[src/rtl/cordic_acc_sequencer.sv]
// Batch sequencer for the cosine CORDIC + FP accumulator datapath: streams N operands
// in, tags them through the inner-function latency, and captures the accumulated sum.
module cordic_acc_sequencer #(
    parameter int INNER_LAT = 13,
    parameter int ACC_LAT   = 2,
    parameter int CNT_W     = 16
) (
    input  logic             clock,
    input  logic             reset,
    input  logic             clk_en,
    input  logic             start,
    input  logic [CNT_W-1:0] count,
    input  logic             abort,
    input  logic [31:0]      in_data,
    input  logic             in_valid,
    output logic             in_ready,
    output logic             dp_clk_en,
    output logic [31:0]      dp_data,
    output logic             acc_en,
    output logic             acc_restart,
    input  logic [31:0]      acc_result,
    output logic             busy,
    output logic [31:0]      result,
    output logic             done
);
    localparam int DRAIN_CYC = INNER_LAT + ACC_LAT;
    localparam int DW        = $clog2(DRAIN_CYC + 1);

    typedef enum logic [1:0] {IDLE, RUN, DRAIN, FIN} state_t;

    state_t               state, state_nxt;
    logic [CNT_W-1:0]     remaining;
    logic [DW-1:0]        drain_cnt;
    logic                 first_flag;
    logic [INNER_LAT-1:0] tag_valid, tag_first;
    logic                 accept, last_accept, abort_act;

    assign in_ready    = (state == RUN) && clk_en;
    assign accept      = in_valid && in_ready;
    assign last_accept = accept && (remaining == CNT_W'(1));
    assign abort_act   = abort && ((state == RUN) || (state == DRAIN));
    assign dp_clk_en   = clk_en;
    assign dp_data     = accept ? in_data : 32'h0;
    assign acc_en      = tag_valid[INNER_LAT-1];
    assign acc_restart = tag_first[INNER_LAT-1];
    assign busy        = (state != IDLE);

    always_ff @(posedge clock or posedge reset) begin
        if (reset)       state <= IDLE;
        else if (clk_en) state <= state_nxt;
    end

    always_comb begin
        state_nxt = state;
        case (state)
            IDLE:    if (start) state_nxt = (count == '0) ? FIN : RUN;
            RUN:     if (abort) state_nxt = IDLE;
                     else if (last_accept) state_nxt = DRAIN;
            DRAIN:   if (abort) state_nxt = IDLE;
                     else if (drain_cnt == '0) state_nxt = FIN;
            FIN:     state_nxt = IDLE;
            default: state_nxt = IDLE;
        endcase
    end

    // Tags shift every enabled edge regardless of state so idle cycles flush as bubbles.
    always_ff @(posedge clock or posedge reset) begin
        if (reset) begin
            remaining  <= '0;
            drain_cnt  <= '0;
            first_flag <= 1'b0;
            tag_valid  <= '0;
            tag_first  <= '0;
            result     <= '0;
            done       <= 1'b0;
        end else if (clk_en) begin
            done      <= (state_nxt == FIN);
            tag_valid <= {tag_valid[INNER_LAT-2:0], accept};
            tag_first <= {tag_first[INNER_LAT-2:0], accept && first_flag};
            if (abort_act) begin
                tag_valid  <= '0;
                tag_first  <= '0;
                remaining  <= '0;
                drain_cnt  <= '0;
                first_flag <= 1'b0;
            end else begin
                case (state)
                    IDLE: if (start) begin
                        remaining  <= count;
                        first_flag <= (count != '0);
                        if (count == '0) result <= '0;
                    end
                    RUN: if (accept) begin
                        remaining  <= remaining - CNT_W'(1);
                        first_flag <= 1'b0;
                        if (last_accept) drain_cnt <= DW'(DRAIN_CYC);
                    end
                    DRAIN: begin
                        if (drain_cnt == '0) result <= acc_result;
                        else                 drain_cnt <= drain_cnt - DW'(1);
                    end
                    default: ;
                endcase
            end
        end
    end
endmodule
[config.mk]
export PLATFORM = sky130hd
export DESIGN_NAME = cordic_acc_sequencer
export DESIGN_NICKNAME = d
export VERILOG_FILES = /design/src/rtl/cordic_acc_sequencer.sv
export SDC_FILE = /design/constraint.sdc
export NUM_CORES = 1
export LEC_CHECK = 0
export ABC_AREA = 1
export ABC_CLOCK_PERIOD_IN_PS = 3470
export CAP_MARGIN = 30
export CORE_UTILIZATION = 47
export CTS_BUF_LIST = sky130_fd_sc_hd__clkbuf_4
export DETAILED_ROUTE_END_ITERATION = 7
export HOLD_SLACK_MARGIN = 0.03
export PLACE_DENSITY = 0.9
export SYNTH_ARGS = -nofsm -noshare
export SYNTH_HDL_FRONTEND = slang
export SYNTH_SLANG_ARGS = --single-unit
[constraint.sdc]
create_clock -name clock -period 3.47 [get_ports clock]
set_input_delay 0.5205 -clock clock [delete_from_list [all_inputs] [get_ports clock]]
set_output_delay 0.5205 -clock clock [all_outputs]
set_load 0.005 [all_outputs]
==> metrics <==
status=completed; Max VDD drop=0.378 mV; cts bufs inserted=9; drt drc=0; HPWL after detailed placement=~8.4 mm; Critical R2R Launch=state[1]$_DFFE_PP0P_; Critical Path Fanout Max=36; starting DRC count in detailed routing=between 200 and 250; period utilization=a little over four fifths; layer carrying the most global-route usage=met2; most common cell after layout, fill and taps aside=clkdlybuf4s50_1; H-Tree Depth=3; count of cell types in the netlist=34; RSZ-0062 raised after global routing=false; Cell Count, Final, Fillers Out=~800; CTS Root Cell=clkbuf_4; setup bufs post-CTS=0; post-detailed-route count of antenna-violating nets=0; chip width=slightly below 100 um; fmax=about 340 MHz; power per cell area=about 650 mW/mm^2; synthesized instance count=between 500 and 600; share of cells above drive strength 1=a little over a tenth; Initial Util=just under 50%; hold path start=result[19]$_DFFE_PP0P_; largest net degree at the start of global routing=65; Pre-antenna DRT Iters=5; Setup crit end=dp_data[14]; Area contributors post-synth=dfrtp_1 (47%), nand2_1 (11%), inv_1 (7.6%); Pwr Total=roughly 4000 uW; placed instance count=just under 800; sequential share of the synthesized area=a little under half; post-synth top area cell=dfrtp_1; setup TNS=0 ps; die height=just under 100 um; Final Slew Violations=0; vias in the first global route=~4,000; grt total ovfl=0; met2 global-route usage=41.8%; Startpoint Class=register; Layout fillers=between 600 and 700; CP Class=reg2out; minimum clock period=~2900 ps; worst r2r dst=remaining[6]$_DFFE_PP0P_; core region area=0.00889 mm^2; Worst EP required=just under 3000 ps; clock sinks=82; R2R depth=9; max cap viols=0; register bit total from synthesis=82; crit path DAT=between 2000 and 2500 ps; worst skew pair latency=approximately 430 ps; clk buf depth=2; ys async rst share=100%; ys flop type=dfrtp_1; Max-Slew Margin vs Limit=between 40% and 50%; Layout Skew=20.6 ps; Synth top area share=roughly 47%; DR vias=~4,200; routing usage on met1=27.0%; Finished Core Util=between 60% and 70%; Synth Net Count=between 600 and 700; CTS tree=yes; io pins=approximately 160; Final setup viols=0; Crit. End Element=primary output; gpl congestion=0.909; Leak Pwr=around 0.0028 uW; number of enable flip-flop cells after synthesis=0; mean post-synth cell area=approximately 8 um^2; clock slew at reported path FFs=around 120 ps; initial antenna violation count=1; GR Util All Layers=a little under a quarter; Cell Area, Synth=about 0.0044 mm^2; Syn. warnings=0; Final Net Count=just under 800; worst hold margin=a little under 500 ps; count of final hold-check violations=0; most frequent cells in the layout=clkdlybuf4s50_1 (155), nand2_1 (127), inv_1 (88), dfrtp_1 (82), nor2_1 (57); Port Buffers=155; Post-CTS Hold Buffers=0; die area=about 0.01 mm^2; worst reg2reg setup slack=1050 ps; met3 Use GR=under 10%; post-CTS sizing=0; Worst Tran Pin Value=792 ps; row cnt=34; first-pass GRT wire length=18.2 mm; Layout area overhead=39.0%; wire length per cell=between 10 and 15 um; Tightest Hold Check Type=reg2reg; post-DR vias/cell=5.14; final WL=11.1 mm; CP startpoint=state[1]$_DFFE_PP0P_
## report_power, final
part	switching [uW]	internal, uW	leakage, uW	total [uW]
Sequential	204	1270	0.00109	1480
Clock	349	225	0.0000740	575
Combinational	1090	853	0.00161	1940
## state kept, by name (all words and copies together) (netlist names)
signal and count:
done 1, drain_cnt 4, first_flag 1, remaining 16
result 32, state 2, tag_first 13, tag_valid 13
## how the worst min path moves through the flow
stage | endpoint | slack (ps) | cells after the start
after floorplan | drain_cnt[0]$_DFFE_PP0P_ | 460 | 2
after global placement | result[13]$_DFFE_PP0P_ | 460 | 2
after detailed placement | result[25]$_DFFE_PP0P_ | 470 | 2
after CTS | result[14]$_DFFE_PP0P_ | 500 | 2
after global routing | result[25]$_DFFE_PP0P_ | 510 | 2
final | result[19]$_DFFE_PP0P_ | 490 | 2
## layout make-up
| class | instances | area, um^2 | share of cell area (%) |
|---|---|---|---|
| flip-flops and latches | 82 | 2050 | 33.6 |
| diodes | 1 | 2.50 | 0.0410 |
| clock buffers | 9 | 67.6 | 1.11 |
| well taps | 108 | 135 | 2.21 |
| multi-input cells | 350 | 1830 | 30.0 |
| clock inverters | 7 | 78.8 | 1.29 |
| repair buffers | 160 | 1590 | 26.0 |
| inverters | 93 | 350 | 5.74 |
## cell usage after synthesis, types with 2 or more instances
library cell,count
nor2_1,57
ha_1,6
dfrtp_1,82
nand2_1,127
nor3_1,4
inv_2,4
a21oi_1,21
xor2_1,4
buf_2,8
nand2_2,5
inv_1,89
o21ai_1,10
nand3_1,13
nand4_1,4
o21ai_2,34
buf_4,3
nor2_2,3
nor4_1,2
a22oi_1,4
o22ai_1,25
o21ai_0,21
clkbuf_1,7
buf_6,6
## critical path: stages (launching register included)
cell             delay (ps)
dfrtp_1                 420
inv_1                   150
ha_1                    330
nand3_4                 360
nor2_1                  210
clkdlybuf4s50_1         520
## through the flow
| stage | cell area [um^2] | setup WS (ps) |
|---|---|---|
| floorplan | 4390 | 841 |
| detailed placement | 5960 | 738 |
| global route | 6110 | 351 |
| global placement | 5960 | 811 |
| finish | 6110 | 536 |
| CTS | 6110 | 503 |
## logic make-up (layout without fill, tap and decap cells)
family,count (synthesis),after routing,synth area share (%)
xor gates and xnor gates,4,4,0.797
adders and majority gates,6,6,1.71
buffers and inverters,118,269,11.6
DFF,82,82,46.7
other,0,1,0
and+or+nand+nor,219,219,20.7
AOI/OAI and AO/OA,121,121,18.5
## per-layer routing
layer / up-vias / wire, um / part of all wire (%)
met2: 167 / 5580 / 50
met4: 0 / 390 / 3.5
li1: 2037 / - / -
met1: 1925 / 4390 / 40
met3: 32 / 713 / 6.4
met5: - / 0 / 0
(Power assumes the default switching activity.)
